## src/rtl/arcade_input_pkg.sv

```systemverilog
// rtl/arcade_input_pkg.sv - button bit map, scancodes and decode helpers for arcade_input_mapper
package arcade_input_pkg;

    localparam int BTN_W        = 12;
    localparam int BTN_UP       = 0;
    localparam int BTN_DOWN     = 1;
    localparam int BTN_LEFT     = 2;
    localparam int BTN_RIGHT    = 3;
    localparam int BTN_FIRE_A   = 4;
    localparam int BTN_FIRE_B   = 5;
    localparam int BTN_FIRE_C   = 6;
    localparam int BTN_FIRE_D   = 7;
    localparam int BTN_START    = 8;
    localparam int BTN_COIN     = 9;
    localparam int BTN_SERVICE  = 10;

    // Key table carries one extra bit so the second start key is tracked apart from the first.
    localparam int KEY_W         = 13;
    localparam int KEY_ALT_START = 12;

    localparam logic [7:0] SC_ARROW_UP     = 8'h75;
    localparam logic [7:0] SC_ARROW_DOWN   = 8'h72;
    localparam logic [7:0] SC_ARROW_LEFT   = 8'h6B;
    localparam logic [7:0] SC_ARROW_RIGHT  = 8'h74;
    localparam logic [7:0] SC_P0_FIRE_A    = 8'h14;
    localparam logic [7:0] SC_P0_FIRE_B    = 8'h11;
    localparam logic [7:0] SC_P0_FIRE_C    = 8'h29;
    localparam logic [7:0] SC_P0_FIRE_D    = 8'h12;
    localparam logic [7:0] SC_P0_START     = 8'h05;
    localparam logic [7:0] SC_P0_START_ALT = 8'h16;
    localparam logic [7:0] SC_P0_COIN      = 8'h2E;
    localparam logic [7:0] SC_P1_UP        = 8'h2D;
    localparam logic [7:0] SC_P1_DOWN      = 8'h2B;
    localparam logic [7:0] SC_P1_LEFT      = 8'h23;
    localparam logic [7:0] SC_P1_RIGHT     = 8'h34;
    localparam logic [7:0] SC_P1_FIRE_A    = 8'h1C;
    localparam logic [7:0] SC_P1_FIRE_B    = 8'h1B;
    localparam logic [7:0] SC_P1_FIRE_C    = 8'h15;
    localparam logic [7:0] SC_P1_FIRE_D    = 8'h1D;
    localparam logic [7:0] SC_P1_START     = 8'h06;
    localparam logic [7:0] SC_P1_START_ALT = 8'h1E;
    localparam logic [7:0] SC_P1_COIN      = 8'h36;

    typedef struct packed {
        logic       valid;
        logic [1:0] player;
        logic [3:0] idx;
    } key_map_t;

    function automatic key_map_t map_entry(input int player, input int idx);
        return '{valid: 1'b1, player: 2'(player), idx: 4'(idx)};
    endfunction

    function automatic key_map_t key_map(input logic ext, input logic [7:0] code);
        key_map_t m;
        m = '0;
        if (ext) begin
            case (code)
                SC_ARROW_UP:    m = map_entry(0, BTN_UP);
                SC_ARROW_DOWN:  m = map_entry(0, BTN_DOWN);
                SC_ARROW_LEFT:  m = map_entry(0, BTN_LEFT);
                SC_ARROW_RIGHT: m = map_entry(0, BTN_RIGHT);
                default:        m = '0;
            endcase
        end else begin
            case (code)
                SC_P0_FIRE_A:    m = map_entry(0, BTN_FIRE_A);
                SC_P0_FIRE_B:    m = map_entry(0, BTN_FIRE_B);
                SC_P0_FIRE_C:    m = map_entry(0, BTN_FIRE_C);
                SC_P0_FIRE_D:    m = map_entry(0, BTN_FIRE_D);
                SC_P0_START:     m = map_entry(0, BTN_START);
                SC_P0_START_ALT: m = map_entry(0, KEY_ALT_START);
                SC_P0_COIN:      m = map_entry(0, BTN_COIN);
                SC_P1_UP:        m = map_entry(1, BTN_UP);
                SC_P1_DOWN:      m = map_entry(1, BTN_DOWN);
                SC_P1_LEFT:      m = map_entry(1, BTN_LEFT);
                SC_P1_RIGHT:     m = map_entry(1, BTN_RIGHT);
                SC_P1_FIRE_A:    m = map_entry(1, BTN_FIRE_A);
                SC_P1_FIRE_B:    m = map_entry(1, BTN_FIRE_B);
                SC_P1_FIRE_C:    m = map_entry(1, BTN_FIRE_C);
                SC_P1_FIRE_D:    m = map_entry(1, BTN_FIRE_D);
                SC_P1_START:     m = map_entry(1, BTN_START);
                SC_P1_START_ALT: m = map_entry(1, KEY_ALT_START);
                SC_P1_COIN:      m = map_entry(1, BTN_COIN);
                default:         m = '0;
            endcase
        end
        return m;
    endfunction

    // Player 1's start lives on joystick bit 9; everyone else uses bit 8.
    function automatic logic [BTN_W-1:0] joy_to_btn(input logic [15:0] j, input logic is_p1);
        logic [BTN_W-1:0] b;
        b              = '0;
        b[BTN_UP]      = j[3];
        b[BTN_DOWN]    = j[2];
        b[BTN_LEFT]    = j[1];
        b[BTN_RIGHT]   = j[0];
        b[BTN_FIRE_A]  = j[4];
        b[BTN_FIRE_B]  = j[5];
        b[BTN_FIRE_C]  = j[7];
        b[BTN_FIRE_D]  = j[6];
        b[BTN_START]   = is_p1 ? j[9] : j[8];
        b[BTN_COIN]    = j[10];
        b[BTN_SERVICE] = j[11];
        return b;
    endfunction

endpackage

```

## src/rtl/arcade_input_mapper_coin_stretcher.sv

```systemverilog
// rtl/arcade_input_mapper_coin_stretcher.sv - per-player coin pulse stretcher
module coin_stretcher #(
    parameter int COIN_MIN_CYCLES = 1250000
) (
    input  logic clk,
    input  logic rst_n,
    input  logic raw_i,
    output logic coin_o
);

    localparam int CW = (COIN_MIN_CYCLES > 1) ? $clog2(COIN_MIN_CYCLES) : 1;

    logic [CW-1:0] cnt_q, cnt_d;
    logic          raw_q;

    // A fresh rising edge always reloads, even mid-count.
    always_comb begin
        cnt_d = cnt_q;
        if (raw_i && !raw_q) begin
            cnt_d = CW'(COIN_MIN_CYCLES - 1);
        end else if (cnt_q != '0) begin
            cnt_d = cnt_q - CW'(1);
        end
    end

    always_ff @(posedge clk or negedge rst_n) begin
        if (!rst_n) begin
            cnt_q <= '0;
            raw_q <= 1'b0;
        end else begin
            cnt_q <= cnt_d;
            raw_q <= raw_i;
        end
    end

    assign coin_o = raw_i | (cnt_q != '0);

endmodule

```

## src/rtl/arcade_input_mapper.sv

```systemverilog
// rtl/arcade_input_mapper.sv - PS/2 + joystick input merge, coin stretch, DIP/mod latch (optional AUTOFIRE_EN)
module arcade_input_mapper
    import arcade_input_pkg::*;
#(
    parameter int NUM_PLAYERS     = 2,
    parameter int NUM_DIP_BANKS   = 8,
    parameter int DIP_INDEX       = 254,
    parameter int MOD_INDEX       = 1,
    parameter int COIN_MIN_CYCLES = 1250000,
    parameter int AUTOFIRE_PERIOD = 2083333
) (
    input  logic                         clk_sys,
    input  logic                         RESET_L,
    input  logic [10:0]                  ps2_key,
    input  logic [16*NUM_PLAYERS-1:0]    joy,
    input  logic                         joy_merge,
    input  logic                         ioctl_wr,
    input  logic [7:0]                   ioctl_index,
    input  logic [24:0]                  ioctl_addr,
    input  logic [7:0]                   ioctl_dout,
    input  logic [NUM_PLAYERS-1:0]       autofire_en,
    output logic [BTN_W*NUM_PLAYERS-1:0] btn,
    output logic [NUM_PLAYERS-1:0]       coin,
    output logic [8*NUM_DIP_BANKS-1:0]   dip,
    output logic [7:0]                   mod_id,
    output logic                         mod_valid
);

    logic                         started_q, old_toggle_q, key_event;
    key_map_t                     key_hit;
    logic [KEY_W-1:0]             key_q [NUM_PLAYERS];
    logic [15:0]                  joy_any;
    logic [BTN_W-1:0]             base_btn [NUM_PLAYERS];
    logic [BTN_W*NUM_PLAYERS-1:0] btn_q, btn_d;
    logic [8*NUM_DIP_BANKS-1:0]   dip_q;
    logic [7:0]                   mod_id_q;
    logic                         mod_valid_q;

    // The first clock after reset only captures the toggle bit.
    assign key_event = started_q && (ps2_key[10] != old_toggle_q);
    assign key_hit   = key_map(ps2_key[8], ps2_key[7:0]);

    always_ff @(posedge clk_sys or negedge RESET_L) begin
        if (!RESET_L) begin
            started_q    <= 1'b0;
            old_toggle_q <= 1'b0;
            for (int p = 0; p < NUM_PLAYERS; p++) key_q[p] <= '0;
        end else begin
            started_q    <= 1'b1;
            old_toggle_q <= ps2_key[10];
            for (int p = 0; p < NUM_PLAYERS; p++) begin
                for (int b = 0; b < KEY_W; b++) begin
                    if (key_event && key_hit.valid && key_hit.player == 2'(p) && key_hit.idx == 4'(b))
                        key_q[p][b] <= ps2_key[9];
                end
            end
        end
    end

    always_comb begin
        joy_any = '0;
        for (int p = 0; p < NUM_PLAYERS; p++) joy_any |= joy[16*p +: 16];
        for (int p = 0; p < NUM_PLAYERS; p++) begin
            base_btn[p]            = key_q[p][BTN_W-1:0];
            base_btn[p][BTN_START] = key_q[p][BTN_START] | key_q[p][KEY_ALT_START];
            if (!joy_merge)
                base_btn[p] |= joy_to_btn(joy[16*p +: 16], p == 1);
            else if (p == 0)
                base_btn[p] |= joy_to_btn(joy_any, 1'b0);
        end
    end

`ifdef AUTOFIRE_EN
    localparam int AFW = (AUTOFIRE_PERIOD > 1) ? $clog2(AUTOFIRE_PERIOD) : 1;

    logic [AFW-1:0]         af_cnt_q [NUM_PLAYERS];
    logic [AFW-1:0]         af_cnt_d [NUM_PLAYERS];
    logic [NUM_PLAYERS-1:0] af_phase_q, af_phase_d, af_held_q;

    // Phase restarts high on each press and flips every AUTOFIRE_PERIOD cycles while held.
    always_comb begin
        btn_d = '0;
        for (int p = 0; p < NUM_PLAYERS; p++) begin
            af_cnt_d[p]   = af_cnt_q[p];
            af_phase_d[p] = af_phase_q[p];
            if (!base_btn[p][BTN_FIRE_A]) begin
                af_cnt_d[p]   = '0;
                af_phase_d[p] = 1'b0;
            end else if (!af_held_q[p] || af_cnt_q[p] == '0) begin
                af_cnt_d[p]   = AFW'(AUTOFIRE_PERIOD - 1);
                af_phase_d[p] = !af_held_q[p] ? 1'b1 : ~af_phase_q[p];
            end else begin
                af_cnt_d[p]   = af_cnt_q[p] - AFW'(1);
            end
            btn_d[BTN_W*p +: BTN_W] = base_btn[p];
            if (autofire_en[p])
                btn_d[BTN_W*p + BTN_FIRE_A] = base_btn[p][BTN_FIRE_A] & af_phase_d[p];
        end
    end

    always_ff @(posedge clk_sys or negedge RESET_L) begin
        if (!RESET_L) begin
            af_phase_q <= '0;
            af_held_q  <= '0;
            for (int p = 0; p < NUM_PLAYERS; p++) af_cnt_q[p] <= '0;
        end else begin
            af_phase_q <= af_phase_d;
            for (int p = 0; p < NUM_PLAYERS; p++) begin
                af_cnt_q[p]  <= af_cnt_d[p];
                af_held_q[p] <= base_btn[p][BTN_FIRE_A];
            end
        end
    end
`else
    logic unused_autofire;
    assign unused_autofire = ^{autofire_en, AUTOFIRE_PERIOD > 0};

    always_comb begin
        btn_d = '0;
        for (int p = 0; p < NUM_PLAYERS; p++) btn_d[BTN_W*p +: BTN_W] = base_btn[p];
    end
`endif

    always_ff @(posedge clk_sys or negedge RESET_L) begin
        if (!RESET_L) begin
            btn_q       <= '0;
            dip_q       <= '0;
            mod_id_q    <= '0;
            mod_valid_q <= 1'b0;
        end else begin
            btn_q <= btn_d;
            if (ioctl_wr && ioctl_index == 8'(DIP_INDEX)) begin
                for (int k = 0; k < NUM_DIP_BANKS; k++) begin
                    if (ioctl_addr == 25'(k)) dip_q[8*k +: 8] <= ioctl_dout;
                end
            end
            if (ioctl_wr && ioctl_index == 8'(MOD_INDEX)) begin
                mod_id_q    <= ioctl_dout;
                mod_valid_q <= 1'b1;
            end
        end
    end

    for (genvar p = 0; p < NUM_PLAYERS; p++) begin : g_coin
        coin_stretcher #(
            .COIN_MIN_CYCLES(COIN_MIN_CYCLES)
        ) u_coin (
            .clk   (clk_sys),
            .rst_n (RESET_L),
            .raw_i (btn_q[BTN_W*p + BTN_COIN]),
            .coin_o(coin[p])
        );
    end

    assign btn       = btn_q;
    assign dip       = dip_q;
    assign mod_id    = mod_id_q;
    assign mod_valid = mod_valid_q;

endmodule

```

## config.mk

```make
export PLATFORM = sky130hd
export DESIGN_NAME = arcade_input_mapper
export DESIGN_NICKNAME = d
export VERILOG_FILES = /design/src/rtl/arcade_input_pkg.sv /design/src/rtl/arcade_input_mapper_coin_stretcher.sv /design/src/rtl/arcade_input_mapper.sv
export SDC_FILE = /design/constraint.sdc
export NUM_CORES = 1
export LEC_CHECK = 0
export BUFFER_PORTS_ARGS = -buffer_cell sky130_fd_sc_hd__buf_2
export CORE_MARGIN = 2
export CORE_UTILIZATION = 59
export CTS_CLUSTER_SIZE = 24
export DETAILED_ROUTE_END_ITERATION = 10
export GPL_ROUTABILITY_DRIVEN = 0
export HOLD_SLACK_MARGIN = 0.03
export PLACE_DENSITY = 0.84
export SLEW_MARGIN = 25
export SYNTH_ARGS = -nofsm -noshare
export SYNTH_HDL_FRONTEND = slang
export SYNTH_HIERARCHICAL = 1
export SYNTH_SLANG_ARGS = --single-unit
export TNS_END_PERCENT = 50
```

## constraint.sdc

```tcl
create_clock -name clk_sys -period 3.5 [get_ports clk_sys]
set_input_delay 0.7 -clock clk_sys [delete_from_list [all_inputs] [get_ports clk_sys]]
set_output_delay 0.7 -clock clk_sys [all_outputs]
set_load 0.01 [all_outputs]
```

### Word level (Yosys, flattened, before mapping)

Memories as Yosys holds them, arrays and structs flattened.
Cells that the tools add are included.

| operators by class | value |
|---|---|
| add/subtract/negate cells | 2 |
| equal/unequal tests | 27 |
| muxes and demuxes | 9 |
| bitwise operators | 8 |
| reduce and logical (&&, ||, !) cells | 52 |

Operators by type and width:

| operator | count |
|---|---|
| $eq A25 B3 Y1 const B | 4 |
| $mux W21 | 4 |
| $eq A25 B2 Y1 const B | 2 |
| $reduce_bool A21 Y1 | 2 |
| $sub A21 B1 Y21 const B | 2 |
| $or A12 B11 Y12 | 3 |
| $logic_and A1 B1 Y1 | 34 |
| $eq A8 B7 Y1 const B | 4 |
| $pmux W7 S4 | 1 |
| $eq A25 B1 Y1 const B | 1 |
| $logic_not A25 Y1 | 1 |
| $mux W12 | 2 |
| $eq A4 B4 Y1 const B | 5 |
| $eq A4 B3 Y1 const B | 4 |
| $reduce_and A2 Y1 | 8 |
| $mux W7 | 2 |
| $or A12 B12 Y12 | 1 |
| $eq A4 B2 Y1 const B | 2 |
| $eq A8 B1 Y1 const B | 1 |
| $eq A8 B8 Y1 const B | 1 |
| $eq A4 B1 Y1 const B | 1 |
| $logic_not A2 Y1 | 2 |
| $logic_not A4 Y1 | 1 |
| $or A1 B1 Y1 | 4 |
| 4 further kinds | 6 |

| word-level totals | value |
|---|---|
| flip-flop bits (word level) | 169 |
| bits in read-only memories | 384 |
| input port bits | 90 |
| output and inout port bits | 99 |
| memories kept | 1 |

Memory list:

| memory | words | bits a word | read ports | clocked after memory_dff | wr ports | RTL line | RTL |
|---|---|---|---|---|---|---|---|
| (name not given) | 64 | 6 | 1 | 0 | 0 | arcade_input_pkg.sv:66 | `case (code)` |

### Longest topological paths before layout

| logic depth | value |
|---|---|
| depth after elaboration | 6 |
| gate-level depth with buffers | 9 |

### Hierarchy

The synthesis kept the hierarchy.

Modules (own cells, without submodules):

| module | times used | cells each | area each (sq um) | seq. area each (sq um) |
|---|---|---|---|---|
| arcade_input_mapper | 1 | 402 | 5601.6 | 3128.0 |
| coin_stretcher | 2 | 148 | 1403.8 | 550.5 |

### Worst setup path before layout

OpenSTA, ideal clock, no wires.

| path | value |
|---|---|
| path kind | input port to flip-flop |
| start point | in ps2_key[0] |
| end point | reg key_q[8] (netlist name) |
| data arrival time | 2.635 ns |
| setup slack | 0.740 ns |
| stages on the path | 8 |
| buffers on the path | 0 |
| cell sequence | inv_1 -> ha_1 -> nor2b_1 -> or4b_4 -> a41o_1 -> and3_1 -> and4bb_1 -> mux2_4 |

| on the way | value |
|---|---|
| word-level cells in the longest chain between the ends | 6 |
| elaborated cells on any way between the ends | 13 |

Ends and longest elaborated chain:

| element | RTL line | RTL |
|---|---|---|
| start: declaration | arcade_input_mapper.sv:14 | `input logic [10:0] ps2_key,` |
| $mem_v2 Z64 W6 or $eq A8 B7 Y1 (tied branches) | - |  |
| $mux W7 or $pmux W7 S4 (tied branches) | arcade_input_pkg.sv:66, arcade_input_pkg.sv:58 |  |
| $mux W7 (*) | arcade_input_pkg.sv:57 | `if (ext) begin` |
| $eq A2 B1 Y1 or $logic_and A1 B1 Y1 (tied branches) | arcade_input_mapper.sv:53 | `if (key_event && key_hit.valid && key_hit.player == 2'(p) && key_hit.idx == 4'(b))` |
| $logic_and A1 B1 Y1 | arcade_input_mapper.sv:53 |  |
| $logic_and A1 B1 Y1 (*) | arcade_input_mapper.sv:53 |  |
| end signal: indexed assignment | arcade_input_mapper.sv:54 | `key_q[p][b] <= ps2_key[9];` |
| end: declaration | arcade_input_mapper.sv:31 | `logic [KEY_W-1:0] key_q [NUM_PLAYERS];` |

Every way passes the cells marked *; elsewhere a longest branch is shown, timed or not.
A chain may end at the register's enable or synchronous reset.

### Final worst setup path

| path | value |
|---|---|
| start point | reg g_coin[0].u_coin.cnt_q[16] |
| end point | out coin[0] |

| on the way | value |
|---|---|
| word-level cells in the longest chain between the ends | 2 |

Ends and longest elaborated chain:

| element | RTL line | RTL |
|---|---|---|
| start: declaration | arcade_input_mapper_coin_stretcher.sv:13 | `logic [CW-1:0] cnt_q, cnt_d;` |
| start signal: assignment | arcade_input_mapper_coin_stretcher.sv:31 | `cnt_q <= cnt_d;` |
| $reduce_bool A21 Y1 | arcade_input_mapper_coin_stretcher.sv:36 | `assign coin_o = raw_i \| (cnt_q != '0);` |
| $or A1 B1 Y1 | arcade_input_mapper_coin_stretcher.sv:36 |  |
| end: declaration | arcade_input_mapper.sv:23 | `output logic [NUM_PLAYERS-1:0] coin,` |

Every way passes these cells.

==> metrics.md <==
| Metric | Value |
|---|---|
| Commonest non-fill, non-tap cells in the layout | `176 x buf_2, 169 x dfrtp_1, 81 x mux2_2` |
| P per Cell Area | `440.3 mW/mm^2` |
| First-pass GRT wire length | `33.27 mm` |
| Post-route ant nets | `0` |
| GR Overflow Total | `0` |
| CTS buffer count | `17` |
| Status | `finished, final reports clean` |
| Wirelength, routed | `20.79 mm` |
| Pleak | `0.004793 uW` |
| Routed WL per cell | `19.67 um` |
| Final hold viol count | `0` |
| Fmax | `337.7 MHz` |
| Share of layout cells above drive strength 1 | `38.24%` |
| Synth Area in Compound Gates | `11.23%` |
| Syn avg cell area | `12.05 um^2` |
| Row count | `43` |
| XOR/XNOR share of the synthesized area | `0.1042%` |
| Min Tclk post-route | `2.961 ns` |
| Clock-pin slew on the worst setup and hold paths | `0.06 ns` |
| Fin Setup TNS | `0 ns` |
| Die outline width | `123.4 um` |
| Filler instances | `897` |
| Gate Count Post-Synth | `698` |
| IO buf count | `177` |
| CP Max Fanout | `6` |
| CTS Root Cell | `clkbuf_16` |
| Antenna violations before repair | `1` |
| Hold Buf Count CTS | `0` |
| Critical path class | `reg2out` |
| Die Y | `123.4 um` |
| Yosys reg bits | `169` |
| Setup violations, final | `0` |
| Core Footprint | `0.01388 mm^2` |
| Simple-gate area share of the yosys netlist | `18.24%` |
| Max rail drop VDD | `0.0002888 V` |
| GRT Total Usage | `28.27%` |
| Worst slew pin tran | `0.9487 ns` |
| Hold Crit Class | `in2async` |
| Synth area leader | `dfrtp_1` |
| Maxcap violations | `0` |
| Skew-Pair Late Insertion Delay | `0.43 ns` |
| Area grow syn2layout | `18.26%` |
| Number of gates resized after cts | `0` |
| Fraction of synthesized area in multiplexers | `15.67%` |
| Synth warnings | `6` |
| Post-synth ARST share | `100.0%` |
| 1st-pass router iterations | `4` |
| Synth Cell Area | `0.008409 mm^2` |
| Max Clock Skew | `0.007325 ns` |
| Primary FF master, synth | `dfrtp_1` |
| Nets | `962` |
| Share of synthesized cell area in full adder, half adder and majority cells | `1.339%` |
| Post-CTS Setup Repair Bufs | `0` |
| Main combinational cell family by area after synthesis | `simple AND/OR/NAND/NOR gates` |
| Top Ports | `189` |
| Residual DRC count | `0` |
| Most area-consuming cells after synthesis | `dfrtp_1 50%, mux2_2 11%, mux2i_1 2.9%` |
| Commonest non-fill, non-tap cell in the layout | `buf_2` |
| RSZ-0062 raised after global routing | `no` |
| Critical path endpoint category | `primary output` |
| DR iter-0 viols | `439` |
| Htree depth | `4` |
| Top-area cell type share of the netlist area | `50.29%` |
| Syn nets | `797` |
| Sequential fraction of the synthesis area | `50.29%` |
| CTS Buffer Depth | `2` |
| Largest net degree at the start of global routing | `86` |
| Vias in the first global route | `6589` |
| Final HPWL DP | `14.54 mm` |
| Type of origin of the critical path | `register` |
| EDFF count, synth | `0` |
| Max-slew violation count | `0` |
| Starting Density | `60.58%` |
| CTS Sinks | `169` |
| Relative max-transition margin | `36.75%` |
| Vias/cell | `6.186` |
| Final Cycle Share | `84.60%` |
| CTS tree | `built` |
| Synth cell types | `81` |
| Critical path arrival | `2.26 ns` |
| Total die area | `0.01522 mm^2` |
| DR vias | `6539` |
| Final hold slack | `0.3237 ns` |
| Worst Path Required | `2.80 ns` |
==> state kept, by name (all words and copies together), names as in the netlist <==
signal / flops
started_q: 1
dip: 64
g_coin.u_coin/cnt_q: 42
mod_valid: 1
key_q: 26
mod_id: 8
old_toggle_q: 1
g_coin.u_coin/raw_q: 2
btn: 24
==> cell families after synthesis <==
family / Yosys count
adder cells (fa/ha/maj): 9
multiplexers: 119
other: 1
buffers and inverters: 48
flip-flops: 169
AO/OA/AOI/OAI: 120
XOR/XNOR: 1
AND/OR/NAND/NOR: 231
==> synth_stat cells (all sizes together) (9+ instances only) <==
| master | n |
|---|---|
| dfrtp | 169 |
| mux2 | 95 |
| nand2 | 42 |
| nor2 | 26 |
| mux2i | 24 |
| o21ai | 22 |
| a21oi | 21 |
| buf | 19 |
| nand2b | 19 |
| nor4 | 17 |
| nand4 | 16 |
| a211o | 15 |
| clkbuf | 14 |
| nor3 | 14 |
| and2 | 13 |
| inv | 13 |
| nand3 | 13 |
| a211oi | 11 |
| a21o | 11 |
| a2111oi | 10 |
| or4 | 10 |
| ha | 9 |
| or3 | 9 |
==> worst paths after layout <==
path / slack (ns) / endpoint / cells after the start / startpoint
setup / recovery: 0.54 / coin[0] / 4 / g_coin[0].u_coin/cnt_q[16]$_DFFE_PN0P_
hold / removal: 0.32 / dip[16]$_DFFE_PN0P_ / 1 / RESET_L
setup reg to reg: 1.25 / g_coin[0].u_coin/cnt_q[4]$_DFFE_PN0P_ / 6 / g_coin[0].u_coin/cnt_q[0]$_DFFE_PN0P_
hold reg to reg: 0.37 / key_q[24]$_DFFE_PN0P_ / 0 / key_q[24]$_DFFE_PN0P_
max in group asynchronous: 2.32 / g_coin[1].u_coin/cnt_q[12]$_DFFE_PN0P_ / 2 / RESET_L
min in group clk_sys: 0.37 / key_q[24]$_DFFE_PN0P_ / 0 / key_q[24]$_DFFE_PN0P_
==> per-stage QoR <==
stage | utilization, % | instance area, um^2 | cells | power [uW] | setup slack (ns)
floorplan | - | 8409 | 698 | 2359 | 0.7402
global placement | 67.42 | 9359 | 1024 | 2527 | 0.3905
detailed placement | 67.42 | 9359 | 1024 | 2556 | 0.2853
CTS | 71.62 | 9942 | 1056 | 4401 | 0.5372
global route | 71.64 | 9945 | 1057 | 4550 | 0.3702
finish | 71.64 | 9945 | 1057 | 4379 | 0.5389
==> cell type report <==
cell class | count | area, um^2 | area share, %
Inverter | 13 | 48.80 | 0.4907
Sequential cell | 169 | 4229 | 42.53
Clock inverter | 10 | 118.9 | 1.195
Timing Repair Buffer | 181 | 934.6 | 9.399
Clock buffer | 22 | 464.2 | 4.668
Antenna cell | 1 | 2.502 | 0.02516
Tap cell | 180 | 225.2 | 2.265
Multi-Input combinational cell | 481 | 3921 | 39.43
==> per-layer routing <==
| layer | vias to the layer above | global-route usage, % | part of all wire [%] |
|---|---|---|---|
| met4 | 0 | 14.77 | 3.5 |
| met2 | 247 | 47.56 | 50 |
| li1 | 2953 | - | - |
| met1 | 3295 | 34.66 | 41 |
| met3 | 44 | 5.351 | 5.7 |
| met5 | - | 0 | 0 |
==> worst max-delay path, stage by stage (launching register included) <==
cell and delay, ns:
dfrtp_1 0.43, nor4_1 0.55, nand4_1 0.32, or3_1 0.38, buf_2 0.15
==> power breakdown <==
part	internal, uW	switching [uW]
Combinational	171	258
Sequential	2020	72.2
Clock	1090	763
Total	3290	1090
(Power assumes the default switching activity.)
